### config.mk
export PLATFORM = sky130hd
export DESIGN_NAME = gamma_spike_sched
export DESIGN_NICKNAME = d
export VERILOG_FILES = /design/src/rtl/gamma_spike_sched_pkg.sv /design/src/rtl/gamma_spike_sched_rr_pick.sv /design/src/rtl/gamma_spike_sched.sv
export SDC_FILE = /design/constraint.sdc
export NUM_CORES = 1
export LEC_CHECK = 0
export BUFFER_PORTS_ARGS = -buffer_cell sky130_fd_sc_hd__buf_4
export CAP_MARGIN = 20
export CORE_MARGIN = 5
export CORE_UTILIZATION = 33
export DETAILED_ROUTE_END_ITERATION = 12
export GPL_TIMING_DRIVEN = 1
export REMOVE_ABC_BUFFERS = 1
export SLEW_MARGIN = 10
export SYNTH_ARGS = -nofsm -noshare
export SYNTH_HDL_FRONTEND = slang
export SYNTH_SLANG_ARGS = --single-unit
export TNS_END_PERCENT = 5
### constraint.sdc
create_clock -name aclk -period 7.1 [get_ports aclk]
set_input_delay 1.775 -clock aclk [delete_from_list [all_inputs] [get_ports aclk]]
set_output_delay 1.775 -clock aclk [all_outputs]
set_load 0.02 [all_outputs]
### src/rtl/gamma_spike_sched_pkg.sv
// Shared definitions for the gamma-cycle spike scheduler.
//   - default gamma-cycle length and requester count
//   - grant FSM state encoding
package gamma_spike_sched_pkg;

  localparam int unsigned DefGammaCycleWidth = 16;
  localparam int unsigned DefNumReq          = 4;

  typedef enum logic [0:0] {
    StIdle  = 1'b0,
    StOffer = 1'b1
  } sched_state_e;

endpackage

### src/rtl/gamma_spike_sched_rr_pick.sv
// Round-robin picker: returns the first set bit of pending_i at or after ptr_i,
// wrapping modulo NumReq. Purely combinational.
//   pending_i  request vector
//   ptr_i      search start index
//   idx_o      selected index (0 when any_o is low)
//   any_o      at least one request is set
module gamma_spike_sched_rr_pick #(
  parameter int unsigned NumReq  = 4,
  parameter int unsigned IdWidth = 2
) (
  input  logic [NumReq-1:0]  pending_i,
  input  logic [IdWidth-1:0] ptr_i,
  output logic [IdWidth-1:0] idx_o,
  output logic               any_o
);

  logic [IdWidth-1:0] cand;

  always_comb begin
    idx_o = '0;
    cand  = '0;
    any_o = |pending_i;
    // Walk from the farthest offset down so the nearest one to ptr_i wins.
    for (int k = int'(NumReq) - 1; k >= 0; k--) begin
      cand = IdWidth'((int'(ptr_i) + k) % int'(NumReq));
      if (pending_i[cand]) begin
        idx_o = cand;
      end
    end
  end

endmodule

### src/rtl/gamma_spike_sched.sv
// Gamma-cycle spike scheduler. A free-running gamma counter time-stamps the first
// spike of each requester per gamma cycle; stamps are offered one at a time, in
// round-robin order, to a shared consumer over a valid/ready handshake.
//   aclk, grst   clock, synchronous active-high reset
//   enable       run gamma cycles (low: counter held at 0, unsent stamps flushed)
//   spike        level-sampled temporal inputs, one per requester
//   out_ready    consumer ready
//   out_valid    stamp offered; out_id / out_time held until accepted, 0 otherwise
//   cycle_start  counter is 0 while enabled
//   overrun      one-cycle pulse after a guard edge that discarded unsent stamps
module gamma_spike_sched
  import gamma_spike_sched_pkg::*;
#(
  parameter int unsigned GAMMA_CYCLE_WIDTH = DefGammaCycleWidth,
  parameter int unsigned NUM_REQ           = DefNumReq,
  parameter int unsigned TIME_WIDTH        = $clog2(GAMMA_CYCLE_WIDTH),
  parameter int unsigned ID_WIDTH          = $clog2(NUM_REQ)
) (
  input  logic                  aclk,
  input  logic                  grst,
  input  logic                  enable,
  input  logic [NUM_REQ-1:0]    spike,
  input  logic                  out_ready,
  output logic                  out_valid,
  output logic [ID_WIDTH-1:0]   out_id,
  output logic [TIME_WIDTH-1:0] out_time,
  output logic                  cycle_start,
  output logic                  overrun
);

  localparam logic [TIME_WIDTH-1:0] LastSlot = TIME_WIDTH'(GAMMA_CYCLE_WIDTH - 1);
  localparam logic [ID_WIDTH-1:0]   LastId   = ID_WIDTH'(NUM_REQ - 1);

  logic [TIME_WIDTH-1:0] counter_q, counter_d;
  logic [NUM_REQ-1:0]    captured_q, captured_d;
  logic [NUM_REQ-1:0]    pending_q, pending_d;
  logic [TIME_WIDTH-1:0] stamp_q [NUM_REQ];
  logic [TIME_WIDTH-1:0] stamp_d [NUM_REQ];
  logic [ID_WIDTH-1:0]   rr_ptr_q, rr_ptr_d;
  logic [ID_WIDTH-1:0]   id_q, id_d;
  logic [TIME_WIDTH-1:0] time_q, time_d;
  sched_state_e          state_q, state_d;
  logic                  overrun_q, overrun_d;

  logic                  guard, flush, handshake;
  logic [NUM_REQ-1:0]    cap_mask, offered_mask, hs_mask, keep_mask;
  logic [ID_WIDTH-1:0]   pick_idx;
  logic                  pick_any;

  // Capture, flush and overrun bookkeeping.
  always_comb begin
    guard        = enable && (counter_q == LastSlot);
    flush        = !enable || guard;
    counter_d    = flush ? '0 : counter_q + TIME_WIDTH'(1);
    handshake    = (state_q == StOffer) && out_ready;
    offered_mask = (state_q == StOffer) ? (NUM_REQ'(1) << id_q) : '0;
    hs_mask      = handshake ? offered_mask : '0;
    // The offered entry survives a flush unless it is accepted on that same edge.
    keep_mask    = offered_mask & ~hs_mask;
    cap_mask     = (enable && (counter_q != LastSlot)) ? (spike & ~captured_q) : '0;

    if (flush) begin
      captured_d = captured_q & keep_mask;
      pending_d  = pending_q & keep_mask;
    end else begin
      captured_d = captured_q | cap_mask;
      pending_d  = (pending_q & ~hs_mask) | cap_mask;
    end

    for (int i = 0; i < int'(NUM_REQ); i++) begin
      stamp_d[i] = cap_mask[i] ? counter_q : stamp_q[i];
    end

    // A disable flush is silent; only the guard edge reports lost stamps.
    overrun_d = guard && |(pending_q & ~offered_mask);
  end

  // Picking from the next-state vector lets a capture reach out_valid one edge later.
  gamma_spike_sched_rr_pick #(
    .NumReq  (NUM_REQ),
    .IdWidth (ID_WIDTH)
  ) u_rr_pick (
    .pending_i (pending_d),
    .ptr_i     (rr_ptr_q),
    .idx_o     (pick_idx),
    .any_o     (pick_any)
  );

  always_comb begin
    state_d  = state_q;
    id_d     = id_q;
    time_d   = time_q;
    rr_ptr_d = rr_ptr_q;
    unique case (state_q)
      StIdle: begin
        if (pick_any) begin
          state_d = StOffer;
          id_d    = pick_idx;
          time_d  = stamp_d[pick_idx];
        end
      end
      StOffer: begin
        if (handshake) begin
          state_d  = StIdle;
          id_d     = '0;
          time_d   = '0;
          rr_ptr_d = (id_q == LastId) ? '0 : id_q + ID_WIDTH'(1);
        end
      end
      default: state_d = StIdle;
    endcase
  end

  always_ff @(posedge aclk) begin
    if (grst) begin
      counter_q  <= '0;
      captured_q <= '0;
      pending_q  <= '0;
      rr_ptr_q   <= '0;
      id_q       <= '0;
      time_q     <= '0;
      state_q    <= StIdle;
      overrun_q  <= 1'b0;
      for (int i = 0; i < int'(NUM_REQ); i++) begin
        stamp_q[i] <= '0;
      end
    end else begin
      counter_q  <= counter_d;
      captured_q <= captured_d;
      pending_q  <= pending_d;
      rr_ptr_q   <= rr_ptr_d;
      id_q       <= id_d;
      time_q     <= time_d;
      state_q    <= state_d;
      overrun_q  <= overrun_d;
      for (int i = 0; i < int'(NUM_REQ); i++) begin
        stamp_q[i] <= stamp_d[i];
      end
    end
  end

  assign out_valid   = (state_q == StOffer);
  assign out_id      = id_q;
  assign out_time    = time_q;
  assign cycle_start = enable && (counter_q == '0);
  assign overrun     = overrun_q;

endmodule

After elaboration in Yosys (flattened, before gate mapping)
Memory sizes are Yosys's and may differ from the RTL's.
Cells that the tools add are included.
Word-level totals
  register bits: 22
  bits in latches: 0
  bits in writable memories: 16
  bits in read-only memories: 0
  output and inout port bits: 9
  word-level logic and storage cells: 96
  memories: 1
Operators by class
  add/sub/neg operators: 5
  $mul: 0
  div/mod/pow operators: 0
  order comparisons: 5
  eq/ne operators: 5
  shift operators: 1
  muxes and demuxes: 41
  bitwise operators: 17
  reduce and logical (&&, ||, !) cells: 13
Memories
  stamp_q: depth 4, bits a word 4, read ports 4, clocked after Yosys merged registers in 0, wr ports 4, RTL line gamma_spike_sched.sv:37  | logic [TIME_WIDTH-1:0] stamp_q [NUM_REQ];
Operator list (count)
  two-way mux 4 bit: 17
  bitwise AND 4 bit: 6
  two-way mux 2 bit: 7
  < comparator 2 x 3 -> 1 bit, second input constant: 4
  NOT 4 bit: 3
  two-way mux 1 bit: 9
  binary-select mux 1 bit (select 2 bit): 4
  binary-select mux 4 bit (select 2 bit): 1
  OR 4 bit: 2
  one-hot mux 4 bit (2 select lines): 1
  OR reduction 4 bit: 2
  logical AND 1 bit: 5
  adder 2 x 1 -> 2 bit, second input constant: 2
  adder 2 bit, second input constant: 2
  adder 4 x 1 -> 4 bit, second input constant: 1
  == test 4 bit, second input constant: 1
  logical NOT 4 bit: 1
  inequality test 4 bit, second input constant: 1
  OR 1 bit: 4
  one-hot mux 2 bit (2 select lines): 1
  AND reduction 2 bit: 2
  left shift 1 x 2 -> 4 bit, first input constant: 1
  >= comparator 3 bit, second input constant: 1
  NOT 2 -> 3 bit: 1
  8 further kinds: 8

Depth between registers and ports, before layout
Gate-level depths: netlist (run 1).
  depth after elaboration: 19
  depth in mapped cells: 13
  gate-level depth less buffers: 10

Cells and area by module
From an unflattened synthesis (run 1), not the netlist that was laid out.
Second synthesis, totals
  cells, all modules: 237
  area, all modules: 2000.7 um2
By module, submodules not included
  gamma_spike_sched: instances 1, cells each 224, area an instance 1923.1 um2
  gamma_spike_sched_rr_pick: instances 1, cells each 13, area an instance 77.6 um2

Worst setup path after synthesis (run 1)
Ideal clock, no wire load.
  kind: input port to flip-flop
  from: in enable
  to: reg time_q[0] (netlist: out_time[0])
  setup time: 0.120 ns
  data arrival time: 3.858 ns
  data required time: 6.980 ns
  setup slack: 3.123 ns
  stages: 11
  buffers on the path: 3
  cell sequence: buf_4 -> and2_1 -> a32o_1 -> or2_0 -> a211o_2 -> or2_1 -> buf_6 -> buf_8 -> o31ai_2 -> o22ai_1 -> a211o_1
Between the ends
  cells in the longest elaborated chain, start to end: 16
  elaborated cells on any way between the ends: 32
  those cells by class: eq/ne (1); mux (23); bitwise (2); reduce/logical (6)
RTL lines
  from (decl): RTL line gamma_spike_sched.sv:21  | input logic enable,
  logical AND 1 bit: RTL line gamma_spike_sched.sv:60  | cap_mask = (enable && (counter_q != LastSlot)) ? (spike & ~captured_q) : '0;
  two-way mux 4 bit: RTL line gamma_spike_sched.sv:60
  OR 4 bit: RTL line gamma_spike_sched.sv:67  | pending_d = (pending_q & ~hs_mask) | cap_mask;
  two-way mux 4 bit: RTL line gamma_spike_sched.sv:62  | if (flush) begin
  binary-select mux 1 bit (select 2 bit): RTL line gamma_spike_sched_rr_pick.sv:26  | if (pending_i[cand]) begin
  two-way mux 1 bit (not written as such): RTL line gamma_spike_sched_rr_pick.sv:26
  two-way mux 2 bit (4 in series): RTL line gamma_spike_sched_rr_pick.sv:26
  NOT 2 -> 3 bit (not written as such): RTL line gamma_spike_sched.sv:99  | time_d = stamp_d[pick_idx];
  binary-select mux 4 bit (select 2 bit): RTL line gamma_spike_sched.sv:99
  two-way mux 4 bit (not written as such) (2 in series): RTL line gamma_spike_sched.sv:99
  two-way mux 4 bit: RTL line gamma_spike_sched.sv:96  | if (pick_any) begin
  one-hot mux 4 bit (2 select lines): RTL line gamma_spike_sched.sv:94  | unique case (state_q)
  to (signal assigned): RTL line gamma_spike_sched.sv:133  | time_q <= time_d;
  to (decl): RTL line gamma_spike_sched.sv:41  | logic [TIME_WIDTH-1:0] time_q, time_d;
Parallel ways exist; a longest one is shown, timed or not. The select of a mux whose other input is x is not followed.
A chain may end at the register's enable or synchronous reset.

Worst setup path after layout (run 1)
  from: in enable
  to: out cycle_start
Between the ends
  cells in the longest elaborated chain, start to end: 1
RTL lines
  logical AND 1 bit: RTL line gamma_spike_sched.sv:145  | assign cycle_start = enable && (counter_q == '0);
  to (decl): RTL line gamma_spike_sched.sv:27  | output logic cycle_start,
No other way between the ends.

==> impl_metrics.json, run 1 <==
{
  "nFillCells": 664,
  "maxSlewHeadroom_pct": 38.0,
  "dp_hpwl_um": 3870,
  "globalRouteTotalUtil_pct": 13.5,
  "multi_input_area_sq_um": 1270,
  "hold_depth": 2,
  "period_needed_ps": 4100,
  "drc": 0,
  "worst_pin_slew_ps": 927,
  "drive_gt1_share_pct": 15.6,
  "power_w": 0.000501,
  "leakagePower_nw": 0.838,
  "numCtsBuffers": 5,
  "overflow": 0,
  "clock_path_buffers": 2,
  "synth.area.top_cells": "dfxtp_1 34%, nand2_1 8.5%, a21oi_1 6.8%",
  "synth_most_common_cell": "nand2_1",
  "swShare_pct": 29.4,
  "clock_latency_ps": 290,
  "ant_nets": 0,
  "synth_commonest_cells": "50 x nand2_1, 38 x dfxtp_1, 30 x a21oi_1, 17 x nor2_1, 15 x o21ai_0",
  "worst-r2r-setup-slack_ps": 3610,
  "rsz0062_at_grt": "no",
  "syn_inst": 269,
  "whs_endpoint": "stamp_q[0][3]",
  "routabilityCongestion": 0.891,
  "grt_pass1_vias": 1840,
  "syn_area_per_cell_sq_um": 8.25,
  "drtIter0Drc": 136,
  "antenna_found_initial": 0,
  "power_density_nw_per_um2": 210,
  "vias": 1959,
  "status": "complete, no violations",
  "cpMostUsedCell": "buf_4",
  "max_freq_mhz": 244,
  "hold_path_startpoint": "stamp_q[0][3]",
  "crit_path_end_kind": "output port",
  "criticalPathCategory": "input port to output port",
  "die_w_um": 92.0,
  "reg2reg_from": "counter_q[1]",
  "num_rows": 29,
  "cts_tree": "done",
  "io_pins": 17,
  "die_area_sq_um": 8460,
  "path_cells": "buf_4 > and4bb_2 > buf_4",
  "slew_violations": 0,
  "antennaDiodeCount": 0,
  "cts_hold_buf": 0,
  "register_area_sq_um": 761,
  "synth_top_area_share_pct": 34.3,
  "syn_area_sq_um": 2220,
  "worst-path-max-fanout": 14,
  "maxCapViolations": 0,
  "grt_max_degree": 37,
  "cts_sinks": 38,
  "finalSetupViolations": 0,
  "slowest_delay_ps": 240,
  "viasPerCell": 5.57,
  "finalWirelength_um": 5530,
  "start_kind": "input port",
  "critical_path.top_delay_family": "buffers and inverters",
  "dr.pass1.iters": 5,
  "power_frac_comb_pct": 18.7,
  "ctsResizeCount": 0,
  "switchingPower_w": 0.000147,
  "critPathSlowestCell": "and4bb_2",
  "cts_root_buf": "clkbuf_8",
  "cts.clk_slew.worst_paths_ps": 70,
  "min_path_type": "flop to flop",
  "synth_top_cell_by_area": "dfxtp_1",
  "ys_seq_area_share_pct": 34.3,
  "ys_warn_count": 0,
  "ys.flop_type": "dfxtp_1",
  "pwr-share-clk_pct": 35.4,
  "crit_buf_inv": 2,
  "intPower_w": 0.000354,
  "area_growth_syn_to_layout_pct": 7.73,
  "seqPwrFrac_pct": 45.9,
  "port_buffers": 16,
  "fin_nets": 288,
  "arrival_ps": 2320,
  "skew_ps": 6.22,
  "post_cts_buffers": 0,
  "hold_viol": 0,
  "fin_crit_sh_pct": 57.7,
  "setup_tns_ps": 0,
  "irDropWorstVdd_mv": 0.0693,
  "synth-edff-count": 0,
  "routedWlPerCell_um": 15.7,
  "initial_core_util_pct": 34.3,
  "htreeDepth": 2,
  "grt_pass1_wl_um": 9360,
  "crit_required_ps": 5330,
  "postSynth.asyncResetShare_pct": 0,
  "ys_seq_elements": 38,
  "ff2ff_path_depth": 9,
  "worstReg2RegEnd": "out_time[3]",
  "die_h_um": 92.0,
  "ys_types": 49,
  "core_sq_um": 6460
}
[layout make-up]
| type | count | area share (%) |
|---|---|---|
| Multi-Input combinational cell | 204 | 53.1 |
| Sequential cell | 38 | 31.8 |
| Timing Repair Buffer | 16 | 5.03 |
| Clock buffer | 8 | 4.61 |
| Tap cell | 77 | 4.03 |
| Inverter | 9 | 1.41 |
[kinds of logic after synthesis]
kind of cell	Yosys count	synth area share, %
flip-flops	38	34.3
AO/OA/AOI/OAI	79	24.4
AND/OR/NAND/NOR	113	26.6
XOR/XNOR	2	0.790
buffers and inverters	27	8.52
adder cells (fa/ha/maj)	6	3.38
multiplexers	4	2.03
[sequential cells by signal, indices dropped and copies added, names as in the netlist]
register    cells
captured_q      4
rr_ptr_q        2
stamp_q        16
overrun         1
out_time        4
pending_q       4
out_valid       1
counter_q       4
out_id          2
[metrics by stage]
step	hold slack (ps)	area, sq um	std cells	worst slack (ps)	util, %
detailed placement	467	2280	344	2730	35.3
floorplan	439	2060	251	3230	-
global placement	464	2280	344	2760	35.3
finish	483	2390	352	3000	37.0
CTS	479	2390	352	3000	37.0
global route	505	2390	352	2860	37.0
[power by group through the flow]
stage | Sequential (W) | Combinational (W) | Clock, W
global route | 0.000232 | 0.000103 | 0.000187
detailed placement | 0.000235 | 0.0000928 | 0
global placement | 0.000235 | 0.0000922 | 0
CTS | 0.000230 | 0.0000928 | 0.000180
finish | 0.000230 | 0.0000937 | 0.000177
floorplan | 0.000235 | 0.0000615 | 0
[tightest hold or removal path, cell delays in order (launching register included)]
cell and delay [ps]:
dfxtp_1 320, nand2_1 70, a21oi_1 50
[layout by cell type (no fill, tap or decap), drive strengths merged, types with 6 or more instances in the layout]
cell type,netlist,routed
clkbuf,9,8
and2,6,6
nand3,14,14
ha,6,6
o22ai,6,6
buf,9,16
inv,9,9
o31ai,8,8
nand2,50,50
nor2,17,17
o21ai,17,17
dfxtp,38,38
a21oi,30,30
[how the worst max path moves through the flow]
| stage | start | cells past startpoint | endpoint | slack [ps] |
|---|---|---|---|---|
| floorplan | out_ready | 8 | out_time[0] | 3230 |
| global placement | enable | 8 | out_time[0] | 2760 |
| detailed placement | enable | 8 | out_time[1] | 2730 |
| CTS | enable | 3 | cycle_start | 3000 |
| global route | enable | 8 | out_time[1] | 2860 |
| finish | enable | 3 | cycle_start | 3000 |
[layer usage]
layer,share of wire (%),track usage [%],vias to the layer above,routed length [um]
li1,-,-,966,-
met1,50,18.8,943,2770
met2,45,20.9,45,2480
met3,3.7,1.96,5,203
met4,1.4,5.45,0,76
met5,0,0,-,0
Power figures use the tool's default switching activity.
==> inputs of run 2 (changes only) <==
clock period = 3.3 ns   (was 7.1 ns; I/O delays follow)
==> impl_metrics.json, run 2 (same netlist as run 1, synthesis figures left out) <==
{
  "grt_pass1_vias": 1797,
  "drive_gt1_share_pct": 18.5,
  "dr.pass1.iters": 4,
  "antennaDiodeCount": 0,
  "slew_violations": 0,
  "finalWirelength_um": 5420,
  "fin_nets": 299,
  "hold_viol": 0,
  "period_needed_ps": 3010,
  "viasPerCell": 5.34,
  "power_density_nw_per_um2": 426,
  "vias": 1940,
  "layout_common_cells": "50 x nand2_1, 38 x dfxtp_1, 30 x a21oi_1, 26 x buf_4, 17 x nor2_1",
  "port_buffers": 16,
  "cts_tree": "done",
  "maxCapViolations": 0,
  "drtIter0Drc": 164,
  "core_sq_um": 6460,
  "cts_sinks": 38,
  "fin_crit_sh_pct": 91.2,
  "htreeDepth": 2,
  "dr_wl_met2_um": 2470,
  "area_growth_syn_to_layout_pct": 11.2,
  "routabilityCongestion": 0.827,
  "hold_depth": 2,
  "post_cts_buffers": 0,
  "crit_path_end_kind": "flop",
  "cts.clk_slew.worst_paths_ps": 80,
  "final_common_cell": "nand2_1",
  "setup_tns_ps": 0,
  "die_area_sq_um": 8460,
  "drc": 0,
  "arrival_ps": 3200,
  "slowest_delay_ps": 490,
  "hold_slack_ps": 479,
  "dp_hpwl_um": 3960,
  "finalSetupViolations": 0,
  "critPathSlowestCell": "dfxtp_1",
  "max_freq_mhz": 332,
  "leakagePower_nw": 0.888,
  "worst_pin_slew_ps": 423,
  "worst-path-max-fanout": 16,
  "die_w_um": 92.0,
  "antenna_found_initial": 0,
  "clock_path_buffers": 2,
  "whs_endpoint": "captured_q[0]",
  "ant_nets": 0,
  "irDropWorstVdd_mv": 0.148,
  "reg2reg_from": "counter_q[1]",
  "start_kind": "flop",
  "grt_pass1_wl_um": 8940,
  "rsz0062_at_grt": "no",
  "cts_hold_buf": 0,
  "worst-r2r-setup-slack_ps": 290,
  "clock_latency_ps": 300,
  "routedWlPerCell_um": 14.9,
  "highest_layer": "met4",
  "maxSlewHeadroom_pct": 71.1,
  "met1_length_um": 2580,
  "grt_max_degree": 37,
  "status": "complete, no violations",
  "crit_required_ps": 3490,
  "worstReg2RegEnd": "out_time[0]",
  "ctsResizeCount": 0,
  "hold_path_startpoint": "captured_q[0]",
  "num_rows": 29,
  "largest_reg_flops": 16,
  "skew_ps": 7.23,
  "die_h_um": 92.0,
  "globalRouteTotalUtil_pct": 13.1,
  "route.met3.wl_um": 285,
  "top_register": "stamp_q",
  "numCtsBuffers": 5,
  "cts_root_buf": "clkbuf_8",
  "ff2ff_path_depth": 10,
  "initial_core_util_pct": 34.3,
  "io_pins": 17,
  "min_path_type": "flop to flop",
  "criticalPathCategory": "flop to flop",
  "path_cells": "ha_1 > nand3_4 > and4b_1 > or2_0 > a211o_2 > or2_1 > buf_12 > o31ai_1 > o22ai_1 > a211o_1",
  "overflow": 0
}
==> run 2: critical path: cells and delay by family (launching register included) <==
kind | cells | cell delay (ps)
DFF | 1 | 490
adders and majority gates | 1 | 300
buffers and inverters | 1 | 160
and+or+nand+nor | 4 | 980
AOI/OAI and AO/OA | 4 | 960
==> run 2: how the worst max path moves through the flow <==
stage / from / end / slack (ps) / cells after the start
6_report: counter_q[1] / out_time[0] / 290 / 10
5_1_grt: counter_q[1] / out_time[2] / 30 / 10
4_1_cts: counter_q[1] / out_time[0] / 290 / 10
3_5_place_dp: enable / out_time[0] / 190 / 10
3_3_place_gp: enable / out_time[3] / 210 / 9
2_1_floorplan: out_ready / out_time[0] / 380 / 8
==> run 2: final cells by class <==
type | count | area, sq um
flip-flops and latches | 38 | 761
clock buffers | 7 | 86.3
inverters | 9 | 33.8
fillers | 664 | 3990
well taps | 77 | 96.3
multi-input cells | 204 | 1270
repair buffers | 27 | 215
clock inverters | 1 | 5.00
==> run 2: layer usage <==
metal | vias to the layer above | GRT usage [%]
met5 | - | 0
li1 | 988 | -
met3 | 8 | 2.29
met4 | 0 | 5.07
met2 | 48 | 20.7
met1 | 896 | 17.9
==> run 2: report_power, final <==
group	internal [W]	switching [W]
clock	0.000169	0.000165
combinational	0.0000935	0.000130
sequential	0.000474	0.0000185
==> run 2: stage by stage <==
stage	total power (W)	std cells	area [sq um]	setup slack (ps)	util (%)
after floorplan	0.000638	251	2060	382	-
after global placement	0.000724	355	2370	206	36.8
after detailed placement	0.000725	355	2370	189	36.8
after CTS	0.00106	363	2470	290	38.2
after global routing	0.00110	363	2470	32.7	38.2
final	0.00105	363	2470	289	38.2
